<file path="config.mk">
export PLATFORM = sky130hd
export DESIGN_NAME = serial_tx_fifo
export DESIGN_NICKNAME = d
export VERILOG_FILES = /design/src/rtl/serial_tx_fifo.sv
export SDC_FILE = /design/constraint.sdc
export NUM_CORES = 1
export LEC_CHECK = 0
export CAP_MARGIN = 20
export CORE_AREA = 2 2 108 110
export CTS_BUF_LIST = sky130_fd_sc_hd__clkbuf_4 sky130_fd_sc_hd__clkbuf_8 sky130_fd_sc_hd__clkbuf_16
export DETAILED_ROUTE_END_ITERATION = 16
export DIE_AREA = 0 0 110 112
export PLACE_DENSITY = 0.81
export RECOVER_POWER = 50
export SLEW_MARGIN = 40
export SYNTH_ARGS = -nofsm -noshare
export SYNTH_HDL_FRONTEND = slang
export SYNTH_SLANG_ARGS = --single-unit
</file>
<file path="constraint.sdc">
create_clock -name Clk -period 5.9 [get_ports Clk]
set_input_delay 0.885 -clock Clk [delete_from_list [all_inputs] [get_ports Clk]]
set_output_delay 0.885 -clock Clk [all_outputs]
set_load 0.05 [all_outputs]
</file>
<file path="src/rtl/serial_tx_fifo.sv">
// serial_tx_fifo
//   UART transmitter with an input FIFO for the HR/SpO2 data path. The host
//   pushes words with send_en and the block shifts them out on Rs232_Tx, one
//   frame per word and LSB first, with optional parity and one or two stop
//   bits. Frames for queued words follow each other with no idle gap.
//
// Ports
//   Clk         system clock, all logic on the rising edge
//   Rst         synchronous active-high reset
//   send_en     push request, sampled every rising edge
//   data_send   word captured when a push is accepted
//   fifo_full   FIFO holds FIFO_DEPTH words
//   fifo_empty  FIFO holds no words
//   fifo_count  current FIFO occupancy
//   overflow    one-cycle pulse after a push was dropped because the FIFO was full
//   tx_busy     FSM is not in IDLE
//   Tx_Done     one-cycle pulse during the last cycle of each frame's stop period
//   Rs232_Tx    serial line, idles high, registered
module serial_tx_fifo #(
  parameter int DATA_BITS  = 8,
  parameter int PARITY     = 0,
  parameter int STOP_BITS  = 1,
  parameter int BAUD_DIV   = 434,
  parameter int FIFO_DEPTH = 16
) (
  input  logic                          Clk,
  input  logic                          Rst,
  input  logic                          send_en,
  input  logic [DATA_BITS-1:0]          data_send,
  output logic                          fifo_full,
  output logic                          fifo_empty,
  output logic [$clog2(FIFO_DEPTH):0]   fifo_count,
  output logic                          overflow,
  output logic                          tx_busy,
  output logic                          Tx_Done,
  output logic                          Rs232_Tx
);

  localparam int CW = $clog2(FIFO_DEPTH) + 1;
  localparam int AW = $clog2(FIFO_DEPTH);
  localparam int BW = $clog2(BAUD_DIV);

  localparam logic [CW-1:0] DEPTH_C   = CW'(FIFO_DEPTH);
  localparam logic [BW-1:0] BAUD_LAST = BW'(BAUD_DIV - 1);
  localparam logic [3:0]    DATA_LAST = 4'(DATA_BITS - 1);
  localparam logic [3:0]    STOP_LAST = 4'(STOP_BITS - 1);

  typedef enum logic [2:0] {
    ST_IDLE,
    ST_START,
    ST_DATA,
    ST_PARITY,
    ST_STOP
  } state_t;

  // FIFO storage and bookkeeping
  logic [DATA_BITS-1:0] mem_q [FIFO_DEPTH];
  logic [AW-1:0]        wrPtr_q, wrPtr_d;
  logic [AW-1:0]        rdPtr_q, rdPtr_d;
  logic [CW-1:0]        count_q, count_d;
  logic                 overflow_q, overflow_d;
  logic                 push, pop;

  // Transmitter state
  state_t               state_q;
  logic [BW-1:0]        baud_q;
  logic [3:0]           bitIdx_q;
  logic [DATA_BITS-1:0] shift_q;
  logic                 parBit_q;
  logic                 done_q;
  logic                 txLine_q, txLine_d;

  logic                 baudLast;
  logic                 stopLast;
  logic [DATA_BITS-1:0] headWord;
  logic                 headParity;

  assign fifo_full  = (count_q == DEPTH_C);
  assign fifo_empty = (count_q == '0);
  assign fifo_count = count_q;
  assign overflow   = overflow_q;
  assign tx_busy    = (state_q != ST_IDLE);
  assign Tx_Done    = done_q;
  assign Rs232_Tx   = txLine_q;

  // Fullness is judged on the registered count, so a push while full is
  // dropped even when the transmitter pops on the same edge.
  assign push = send_en && !fifo_full;

  assign baudLast = (baud_q == BAUD_LAST);
  assign stopLast = (state_q == ST_STOP) && baudLast && (bitIdx_q == STOP_LAST);

  // The transmitter takes a word either from IDLE or on the last cycle of a
  // stop period, which is what chains frames back to back.
  assign pop = !fifo_empty && ((state_q == ST_IDLE) || stopLast);

  assign headWord   = mem_q[rdPtr_q];
  assign headParity = (PARITY == 1) ? ~(^headWord) : (^headWord);

  // Next-state for the FIFO pointers and occupancy; a simultaneous push and
  // pop moves both pointers and leaves the count alone.
  always_comb begin
    wrPtr_d    = wrPtr_q;
    rdPtr_d    = rdPtr_q;
    count_d    = count_q;
    overflow_d = send_en && fifo_full;
    if (push) begin
      wrPtr_d = wrPtr_q + 1'b1;
    end
    if (pop) begin
      rdPtr_d = rdPtr_q + 1'b1;
    end
    case ({push, pop})
      2'b10:   count_d = count_q + 1'b1;
      2'b01:   count_d = count_q - 1'b1;
      default: count_d = count_q;
    endcase
  end

  // FIFO control registers; pointers wrap on their own because the depth is
  // a power of two.
  always_ff @(posedge Clk) begin
    if (Rst) begin
      wrPtr_q    <= '0;
      rdPtr_q    <= '0;
      count_q    <= '0;
      overflow_q <= 1'b0;
    end else begin
      wrPtr_q    <= wrPtr_d;
      rdPtr_q    <= rdPtr_d;
      count_q    <= count_d;
      overflow_q <= overflow_d;
    end
  end

  // Storage array, captured at push time and never reset; stale entries are
  // unreachable once the pointers are cleared.
  always_ff @(posedge Clk) begin
    if (push && !Rst) begin
      mem_q[wrPtr_q] <= data_send;
    end
  end

  // Line level implied by the current FSM state; registered below so the
  // serial output is glitch free and sits one cycle behind the state.
  always_comb begin
    case (state_q)
      ST_START:  txLine_d = 1'b0;
      ST_DATA:   txLine_d = shift_q[0];
      ST_PARITY: txLine_d = parBit_q;
      default:   txLine_d = 1'b1;
    endcase
  end

  // Frame sequencer. The baud counter restarts at every bit boundary; bitIdx
  // counts data bits in DATA and stop bits in STOP. Parity is computed once
  // when the word is loaded, since the shifter destroys the word as it goes.
  always_ff @(posedge Clk) begin
    if (Rst) begin
      state_q  <= ST_IDLE;
      baud_q   <= '0;
      bitIdx_q <= '0;
      shift_q  <= '0;
      parBit_q <= 1'b0;
      done_q   <= 1'b0;
      txLine_q <= 1'b1;
    end else begin
      txLine_q <= txLine_d;
      done_q   <= stopLast;
      case (state_q)
        ST_IDLE: begin
          baud_q <= '0;
          if (pop) begin
            shift_q  <= headWord;
            parBit_q <= headParity;
            bitIdx_q <= '0;
            state_q  <= ST_START;
          end
        end
        ST_START: begin
          if (baudLast) begin
            baud_q  <= '0;
            state_q <= ST_DATA;
          end else begin
            baud_q <= baud_q + 1'b1;
          end
        end
        ST_DATA: begin
          if (baudLast) begin
            baud_q  <= '0;
            shift_q <= shift_q >> 1;
            if (bitIdx_q == DATA_LAST) begin
              bitIdx_q <= '0;
              state_q  <= (PARITY != 0) ? ST_PARITY : ST_STOP;
            end else begin
              bitIdx_q <= bitIdx_q + 1'b1;
            end
          end else begin
            baud_q <= baud_q + 1'b1;
          end
        end
        ST_PARITY: begin
          if (baudLast) begin
            baud_q   <= '0;
            bitIdx_q <= '0;
            state_q  <= ST_STOP;
          end else begin
            baud_q <= baud_q + 1'b1;
          end
        end
        ST_STOP: begin
          if (baudLast) begin
            baud_q <= '0;
            if (bitIdx_q == STOP_LAST) begin
              bitIdx_q <= '0;
              if (pop) begin
                shift_q  <= headWord;
                parBit_q <= headParity;
                state_q  <= ST_START;
              end else begin
                state_q <= ST_IDLE;
              end
            end else begin
              bitIdx_q <= bitIdx_q + 1'b1;
            end
          end else begin
            baud_q <= baud_q + 1'b1;
          end
        end
        default: begin
          state_q <= ST_IDLE;
        end
      endcase
    end
  end

endmodule

</file>
==> results of run 1 <==
==> metal layers <==
layer | up-vias | part of all wire | GRT usage
met4 | 0 | 0.020 | 0.09283
met1 | 2089 | 0.40 | 0.3388
met3 | 25 | 0.070 | 0.05386
met5 | - | 0 | 0
met2 | 177 | 0.51 | 0.3955
li1 | 1896 | - | -
==> Yosys cell counts (all sizes together) <==
cell     count  area share
inv          8      0.0041
nor3         7      0.0048
nand3        9      0.0062
a22oi       17       0.018
nor4b        1      0.0012
a21oi       24       0.018
and3         5      0.0043
or3          4      0.0035
nand2b       5      0.0054
edfxtp     128        0.53
a2111oi      1      0.0014
a21o         3      0.0031
or4          3      0.0031
and2         2      0.0017
mux2i        9       0.012
nor2        53       0.027
mux4        32        0.11
ha          13       0.022
a31oi        1     0.00086
xnor2       11       0.013
buf         15       0.015
xor2         6      0.0073
nor3b        7      0.0073
a21boi       1      0.0010
clkbuf       9      0.0047
nand3b       2      0.0021
nor4         3      0.0047
nand2       29       0.015
a211oi       8      0.0083
nor2b        3      0.0026
o21ai       14       0.010
nand4        3      0.0026
dfxtp       45        0.12
o211a        1      0.0024
fa           1      0.0028
mux2         1      0.0016
==> sequential cells by signal (all words and copies together), names as in the netlist, 3 cells and up, named ones only <==
register and flops:
rdPtr_q 4, baud_q 9, fifo_count 5, wrPtr_q 4, shift_q 8, bitIdx_q 4, mem_q 128, state_q 3
==> worst paths after layout <==
check | endpoint | slack, ps | depth (start not counted)
setup / recovery | mem_q[6][1] | 2420 | 5
hold / removal | shift_q[7] | 490 | 2
setup reg to reg | fifo_count[4] | 2640 | 12
hold reg to reg | shift_q[7] | 490 | 2
==> cell type report <==
type / instances / area [um2]
clock buffer: 19 / 440.4
clock inverter: 13 / 211.5
sequential: 173 / 4748
fill: 659 / 2987
multi-input combinational: 279 / 2350
inverter: 8 / 30.03
timing repair buffer: 24 / 229.0
tap: 143 / 178.9
==> worst max-delay path, stage by stage <==
cell           delay [ps]
dlygate4sd3_1         540
clkbuf_1             1330
nor2_1                300
nand2_1               310
nor2_1                240
==> layout by cell type (no fill, tap or decap), types with 4 or more instances in the layout <==
cell type	instances
nand2_1	29
ha_1	13
nor2_1	49
edfxtp_1	128
clkdlybuf4s50_1	12
nor3_2	4
nor3b_1	7
mux2i_1	9
a21oi_1	23
a211oi_1	8
xnor2_1	11
a22oi_1	17
bufinv_16	5
nand3_1	9
mux4_1	12
dfxtp_1	44
mux4_2	20
clkbuf_16	17
o21ai_0	13
or3_1	4
inv_1	8
xor2_1	6
nand2b_1	4
and3_1	5
dlygate4sd3_1	9
nor2_2	4
==> power breakdown <==
group	internal [mW]	switching, mW
logic	0.342	0.418
registers	1.37	0.0915
clock network	0.764	0.452
==> logic make-up (layout without fill, tap and decap cells) <==
family | after synthesis | in the layout | synth area share
XOR/XNOR | 17 | 17 | 0.02057
AO/OA/AOI/OAI | 70 | 70 | 0.06308
multiplexers | 42 | 42 | 0.1198
flip-flops | 173 | 173 | 0.6554
AND/OR/NAND/NOR | 136 | 136 | 0.09194
buffers and inverters | 32 | 64 | 0.02402
adder cells (fa/ha/maj) | 14 | 14 | 0.02523
==> flow_metrics.py, run 1 <==
metrics = {
    "timing": {
        "hold_viol": 0,
        "holdWs_ps": 489.9,
        "finalClockSkew_ps": 6.632,
        "setup_ws_ps": 2417,
        "relSlewSlack": -0.2313,
        "fin_crit_sh": 0.5903,
        "max_freq_mhz": 287.1,
        "period_needed_ps": 3483,
        "worstMarginPinSlew_ps": 1847,
        "rsz0062_at_grt": "false",
        "setup_viol": 0,
        "tns_ps": 0,
        "report.final.slew_viol_count": 44,
    },
    "routing": {
        "avgRoutedWirePerCell_um": 21.33,
        "vias": 4187,
        "post-route-drc-count": 0,
        "drtIter0Drc": 285,
        "firstDrtPassIters": 5,
        "ant_nets": 0,
        "finalWirelength_um": 14060,
        "vias_per_cell": 6.354,
    },
    "floorplanning": {
        "coreArea_um2": 11170,
        "start_util": 0.6479,
        "die_width_um": 110,
        "ioPinCount": 22,
        "row_count": 39,
        "die_height_um": 112,
        "die-area_um2": 12320,
    },
    "logic_synthesis": {
        "synth-seq-cells": 173,
        "synth_area_per_cell_um2": 14.96,
        "syn_inst": 484,
        "ys_seq_area_frac": 0.6554,
        "yosysWarnings": 0,
        "synth.cell_area_um2": 7239,
        "synthDistinctLibCells": 44,
        "syn-num-nets": 509,
    },
    "run_status": {
        "violations": "capacitance limit, slew limit",
        "status": "finished, violations left",
    },
    "run": {
        "maxCapViolations": 1,
    },
    "global_routing": {
        "grt_pass1_vias": 4065,
        "grt_max_degree": 44,
        "grt_pass1_wl_um": 22080,
        "antenna_found_initial": 0,
        "grt_use_total": 0.2484,
        "grt.overflow.total": 0,
    },
    "critical_path": {
        "end_kind": "flip-flop",
        "worstReg2RegStart": "baud_q[0]",
        "critPathLaunch": "Rst",
        "required_ps": 6030,
        "path_max_fanout": 43,
        "critical_path.startpoint_type": "input port",
        "crit_arrival_ps": 3610,
        "critPathKind": "in -> reg",
    },
    "clock_network": {
        "cts_tree": "done",
        "postCtsHoldBufs": 0,
        "clkTransAtPathRegs_ps": 60,
        "h-tree-depth": 4,
        "clock_latency_ps": 420,
        "clockBufferDepth": 2,
        "cts_resized": 0,
        "clock-sinks": 173,
        "cts_setup_buffers": 0,
        "root_buffer": "clkbuf_16",
        "cts_buffers": 17,
    },
    "power_and_ir_drop": {
        "power_density_nw_per_um2": 420.5,
        "finalPower_mw": 3.443,
        "p_leak_nw": 2.729,
        "peakVddDrop_v": 0.0003190,
    },
    "placement": {
        "place_area_um2": 7531,
        "port_buffers": 21,
        "place_congestion": 0.8080,
        "place_ws_ps": 2541,
        "hpwlAfterDp_um": 8695,
        "dp_cells": 627,
    },
    "finish": {
        "layout-drive-gt1-share": 0.1318,
        "final_area_um2": 8188,
        "insertedDiodeCount": 0,
        "final_nets": 528,
        "stdcell_count": 659,
        "fin_util": 0.7327,
        "areaGrowthSynthToFinish_pct": 13.10,
    },
    "min_path": {
        "hold_start": "shift_q[7]",
        "hold_class": "reg -> reg",
    },
}
No activity file was read; power rests on OpenSTA's default activity.
==> run 2, diff against run 1 <==
--- a/config.mk
+++ b/config.mk
@@ -6,11 +6,11 @@
 export NUM_CORES = 1
 export LEC_CHECK = 0
 export CAP_MARGIN = 20
-export CORE_AREA = 2 2 108 110
+export CORE_AREA = 2 2 118 120
 export CTS_BUF_LIST = sky130_fd_sc_hd__clkbuf_4 sky130_fd_sc_hd__clkbuf_8 sky130_fd_sc_hd__clkbuf_16
 export DETAILED_ROUTE_END_ITERATION = 16
-export DIE_AREA = 0 0 110 112
-export PLACE_DENSITY = 0.81
+export DIE_AREA = 0 0 120 122
+export PLACE_DENSITY = 0.71
 export RECOVER_POWER = 50
 export SLEW_MARGIN = 40
 export SYNTH_ARGS = -nofsm -noshare
==> constraint.sdc (replaced) <==
create_clock -name Clk -period 3.2 [get_ports Clk]
set_input_delay 0.48 -clock Clk [delete_from_list [all_inputs] [get_ports Clk]]
set_output_delay 0.48 -clock Clk [all_outputs]
set_load 0.05 [all_outputs]
==> run 2 against run 1 <==
  * The flow now finishes without violations
  * Global-route usage down 4.0 points
  * Flip-flop and latch count did not move
  * Worst setup slack got worse by 2200 ps
  * Worst hold slack improved by 1.1 ps
  * First-iteration DRC count increased by 23%
  * Register-to-register slack lost 2400 ps
  * Utilization down 11 points
  * Cell area grew 2.2%
  * Sequential power grew 80%
  * Clock-buffer cell count decreased by 2
  * Via count fell by 1.1%
==> flow_metrics.py, run 2 (same netlist as run 1, synthesis figures left out) <==
metrics = {
    "routing": {
        "firstDrtPassIters": 4,
        "avgRoutedWirePerCell_um": 19.69,
        "finalWirelength_um": 14100,
        "post-route-drc-count": 0,
        "ant_nets": 0,
        "vias": 4141,
        "vias_per_cell": 5.784,
        "drtIter0Drc": 350,
    },
    "finish": {
        "layout_common_cells": "edfxtp_1, nor2_1, dfxtp_1, nand2_1, a21oi_1",
        "regMostFlops": "mem_q",
        "insertedDiodeCount": 0,
        "reg_top3": "mem_q: 128 flops, baud_q: 9 flops, shift_q: 8 flops",
        "areaGrowthSynthToFinish_pct": 15.55,
        "layout-drive-gt1-share": 0.1437,
        "final_nets": 548,
        "layout_commonest_cell": "edfxtp_1",
        "largest_reg_flops": 128,
    },
    "clock_network": {
        "cts_tree": "done",
        "clockBufferDepth": 2,
        "cts_resized": 0,
        "clkTransAtPathRegs_ps": 70,
        "cts_setup_buffers": 0,
        "clock-sinks": 173,
        "postCtsHoldBufs": 0,
        "cts_buffers": 17,
        "h-tree-depth": 4,
        "root_buffer": "clkbuf_16",
        "clock_latency_ps": 430,
    },
    "critical_path": {
        "worstReg2RegStart": "baud_q[0]",
        "required_ps": 3570,
        "crit_chain": "ha_1, nand4_1, nor4_4, nand3_1, a21oi_4, ha_1, ha_1, a21o_1, a21oi_1, xor2_1, or3_1, a21oi_1",
        "slowest_stage": "dfxtp_1",
        "critical_path.startpoint_type": "flip-flop",
        "path_max_fanout": 6,
        "rr_endpoint": "fifo_count[4]",
        "slowest_delay_ps": 390,
        "cp_top_family": "simple AND/OR/NAND/NOR gates",
        "regToRegSetupSlack_ps": 200,
        "end_kind": "flip-flop",
        "crit_buf_inv": 0,
        "crit_top_cell": "ha_1",
        "reg2reg_depth": 12,
        "worst-path-stages": 12,
        "critPathKind": "reg -> reg",
        "crit_arrival_ps": 3360,
    },
    "global_routing": {
        "grt_max_degree": 43,
        "grt.overflow.total": 0,
        "antenna_found_initial": 0,
        "grt_pass1_vias": 4074,
        "grt_use_total": 0.2080,
        "grt_pass1_wl_um": 22450,
    },
    "timing": {
        "max_freq_mhz": 333.7,
        "hold_viol": 0,
        "fin_crit_sh": 0.9364,
        "tns_ps": 0,
        "report.final.slew_viol_count": 0,
        "rsz0062_at_grt": "false",
        "period_needed_ps": 2996,
        "setup_viol": 0,
        "worstMarginPinSlew_ps": 698.7,
        "relSlewSlack": 0.5332,
        "finalClockSkew_ps": 7.335,
    },
    "power_and_ir_drop": {
        "p_leak_nw": 2.823,
        "power_density_nw_per_um2": 766.5,
        "peakVddDrop_v": 0.0004479,
        "finalPower_mw": 6.412,
    },
    "min_path": {
        "hold_class": "reg -> reg",
        "hold_start": "shift_q[7]",
        "hold_depth": 2,
        "hold_path_end": "shift_q[7]",
    },
    "floorplanning": {
        "die_height_um": 122,
        "die_width_um": 120,
        "ioPinCount": 22,
        "row_count": 43,
        "coreArea_um2": 13500,
        "start_util": 0.5361,
        "die-area_um2": 14640,
    },
    "placement": {
        "hpwlAfterDp_um": 9147,
        "place_congestion": 0.8154,
        "port_buffers": 21,
    },
    "run_status": {
        "status": "finished, final reports clean",
    },
    "run": {
        "maxCapViolations": 0,
    },
}
## run 2: power breakdown
part / switching (mW) / internal, mW / leakage [nW]
clock: 0.916 / 1.34 / 0.320
sequential: 0.111 / 2.53 / 1.52
combinational: 0.842 / 0.674 / 0.982
total: 1.87 / 4.54 / 2.82
## run 2: final cells by class
class / instances / area [um2]
Inverter: 8 / 30.03
Timing Repair Buffer: 44 / 392.9
Multi-Input combinational cell: 279 / 2321
Sequential cell: 173 / 4746
Clock buffer: 17 / 425.4
Clock inverter: 15 / 225.2
Fill cell: 972 / 5139
Tap cell: 180 / 225.2
## run 2: worst min-delay path, stage by stage (launching register included)
cell and delay [ps]:
dfxtp_1 320, nand2b_1 70, a21oi_1 60
## run 2: metal layers
metal,track usage,part of all wire,vias to the layer above
li1,-,-,1947
met1,0.2881,0.46,2087
met2,0.3271,0.48,92
met3,0.05478,0.044,15
met4,0.06176,0.011,0
met5,0,0,-
## run 2: metrics by stage
stage | instances | hold slack (ps) | worst slack (ps) | instance area (um2) | util
2_1_floorplan | 484 | 444.9 | 209.1 | 7239 | -
5_1_grt | 716 | 522.2 | 18.45 | 8366 | 0.6195
6_report | 716 | 491.0 | 203.5 | 8366 | 0.6195
4_1_cts | 716 | 485.6 | 231.6 | 8381 | 0.6206
3_3_place_gp | 684 | 456.1 | 359.5 | 7730 | 0.5724
3_5_place_dp | 684 | 475.5 | 297.0 | 7730 | 0.5724
## run 2: how the worst max path moves through the flow
stage | endpoint | start | slack [ps]
2_1_floorplan | fifo_count[4] | fifo_count[0] | 210
3_3_place_gp | fifo_count[4] | baud_q[0] | 360
3_5_place_dp | fifo_count[4] | baud_q[0] | 300
4_1_cts | fifo_count[4] | baud_q[0] | 230
5_1_grt | fifo_count[4] | baud_q[0] | 20
6_report | fifo_count[4] | baud_q[0] | 200
==> run 3, diff against run 2 <==
--- a/config.mk
+++ b/config.mk
@@ -6,10 +6,11 @@
 export NUM_CORES = 1
 export LEC_CHECK = 0
 export CAP_MARGIN = 20
-export CORE_AREA = 2 2 118 120
+export CORE_AREA = 2 2 116 118
 export CTS_BUF_LIST = sky130_fd_sc_hd__clkbuf_4 sky130_fd_sc_hd__clkbuf_8 sky130_fd_sc_hd__clkbuf_16
 export DETAILED_ROUTE_END_ITERATION = 16
-export DIE_AREA = 0 0 120 122
+export DIE_AREA = 0 0 118 120
+export DONT_BUFFER_PORTS = 1
 export PLACE_DENSITY = 0.71
 export RECOVER_POWER = 50
 export SLEW_MARGIN = 40
==> run 3 against run 2 <==
  * Clock skew grew 1.1 ps
  * Non-clock buffer count shrank 24
  * Combinational power shrank 6%
  * Worst hold slack lost 370 ps
  * Sequential power is essentially flat
  * Routed wire length shrank 2.7%
  * Cell count shrank 4.1%
  * Worst setup slack lost 8.5 ps
  * Clock power shrank 7%
  * Highest routed layer unchanged
==> flow_metrics.py, run 3 (same netlist as run 1, synthesis figures left out) <==
metrics = {
    "finish": {
        "largest_reg_flops": 128,
        "multiInputGateArea_um2": 2326,
        "insertedDiodeCount": 0,
        "regArea_um2": 4746,
        "stdcell_count": 687,
        "reg_top3": "mem_q: 128 flops, baud_q: 9 flops, shift_q: 8 flops",
        "final_nets": 524,
        "areaGrowthSynthToFinish_pct": 11.61,
        "layout_common_cells": "edfxtp_1, nor2_1, dfxtp_1, nand2_1, a21oi_1",
        "layout-drive-gt1-share": 0.1409,
        "regMostFlops": "mem_q",
        "nFillCells": 947,
        "layout_commonest_cell": "edfxtp_1",
        "final_area_um2": 8080,
    },
    "global_routing": {
        "grt.overflow.total": 0,
        "grt_pass1_wl_um": 21460,
        "antenna_found_initial": 0,
        "grt_use_total": 0.2036,
        "grt_max_degree": 44,
        "grt_pass1_vias": 3838,
    },
    "timing": {
        "hold_viol": 0,
        "report.final.slew_viol_count": 0,
        "max_freq_mhz": 332.8,
        "setup_viol": 0,
        "period_needed_ps": 3005,
        "tns_ps": 0,
        "worstMarginPinSlew_ps": 806.2,
        "fin_crit_sh": 0.9390,
        "finalClockSkew_ps": 8.429,
        "rsz0062_at_grt": "false",
        "relSlewSlack": 0.4606,
    },
    "clock_network": {
        "clock_latency_ps": 420,
        "clock-sinks": 173,
        "clkTransAtPathRegs_ps": 60,
        "cts_tree": "done",
        "cts_buffers": 17,
        "clockBufferDepth": 2,
        "h-tree-depth": 4,
        "root_buffer": "clkbuf_16",
    },
    "floorplanning": {
        "coreArea_um2": 12980,
        "die_width_um": 118,
        "die-area_um2": 14160,
        "die_height_um": 120,
        "row_count": 42,
        "ioPinCount": 22,
        "start_util": 0.5577,
    },
    "placement": {
        "hpwlAfterDp_um": 8661,
        "port_buffers": 0,
        "dp_cells": 654,
        "place_congestion": 0.7994,
        "place_area_um2": 7465,
    },
    "routing": {
        "drtIter0Drc": 350,
        "vias": 4082,
        "vias_per_cell": 5.942,
        "finalWirelength_um": 13720,
        "avgRoutedWirePerCell_um": 19.97,
        "post-route-drc-count": 0,
        "firstDrtPassIters": 4,
        "ant_nets": 0,
    },
    "critical_path": {
        "crit_chain": "ha_1, nand4_1, nor4_4, nand3_1, a21oi_4, ha_2, ha_1, a21o_1, a21oi_1, xor2_1, or3_1, a21oi_1",
        "critical_path.startpoint_type": "flip-flop",
        "crit_arrival_ps": 3360,
        "required_ps": 3550,
        "worstReg2RegStart": "baud_q[0]",
        "slowest_delay_ps": 390,
        "end_kind": "flip-flop",
        "critPathLaunch": "baud_q[0]",
        "path_max_fanout": 5,
        "slowest_stage": "dfxtp_1",
        "critPathKind": "reg -> reg",
    },
    "run": {
        "maxCapViolations": 0,
    },
    "power_and_ir_drop": {
        "p_leak_nw": 2.691,
        "peakVddDrop_v": 0.0004028,
        "power_density_nw_per_um2": 762.4,
    },
    "run_status": {
        "status": "finished, final reports clean",
    },
    "min_path": {
        "hold_start": "Rst",
        "hold_class": "in -> reg",
    },
}
[run 3: changes by cell type in the layout (fill, tap and decap cells not counted), sizes merged, moves of 3 or more]
cell	previous run	this run
clkinv	3	8
dlygate4sd3	12	0
clkdlybuf4s50	9	0
inv	16	8
buf	19	16
[run 3: stage by stage]
stage / setup WS [ps] / utilization / power (mW) / hold slack [ps]
2_1_floorplan: 209.1 / - / 3.848 / 444.9
3_3_place_gp: 352.7 / 0.5751 / 4.074 / 449.8
3_5_place_dp: 219.5 / 0.5751 / 4.110 / 464.2
4_1_cts: 163.4 / 0.6218 / 6.215 / 108.7
5_1_grt: 44.66 / 0.6225 / 6.430 / 101.5
6_report: 195.1 / 0.6225 / 6.160 / 121.2
[run 3: timing repair]
action,CTS,global route
setup endpoints to repair,0,1
resized for setup,0,1
hold buffers,0,0
setup buffers,0,2
[run 3: layout make-up]
class,instances,area share
flip-flops and latches,173,0.5873
repair buffers,20,0.01874
multi-input cells,279,0.2879
inverters,8,0.003716
well taps,176,0.02725
clock buffers,18,0.05358
clock inverters,13,0.02152
[run 3: critical path: cells and delay by family, from the launching register on]
family	cells	cell delay, ps
AND/OR/NAND/NOR	4	1000
adder cells (fa/ha/maj)	3	740
AO/OA/AOI/OAI	4	700
flip-flops	1	390
XOR/XNOR	1	110
[run 3: worst paths after layout]
kind | depth (start not counted) | slack, ps | endpoint
max | 12 | 200 | fifo_count[4]
min | 1 | 120 | bitIdx_q[1]
max reg2reg | 12 | 200 | fifo_count[4]
min reg2reg | 2 | 480 | bitIdx_q[3]
[run 3: metal layers]
layer | GRT usage | wire length (um)
met2 | 0.3198 | 6789
met4 | 0.07681 | 146
met3 | 0.04610 | 735
met5 | 0 | 0
met1 | 0.2812 | 6049
[run 3: power breakdown]
group	switching, mW	leakage, nW	internal, mW
Sequential	0.0956	1.52	2.53
Combinational	0.803	0.877	0.627
Clock	0.803	0.293	1.30
Total	1.70	2.69	4.46
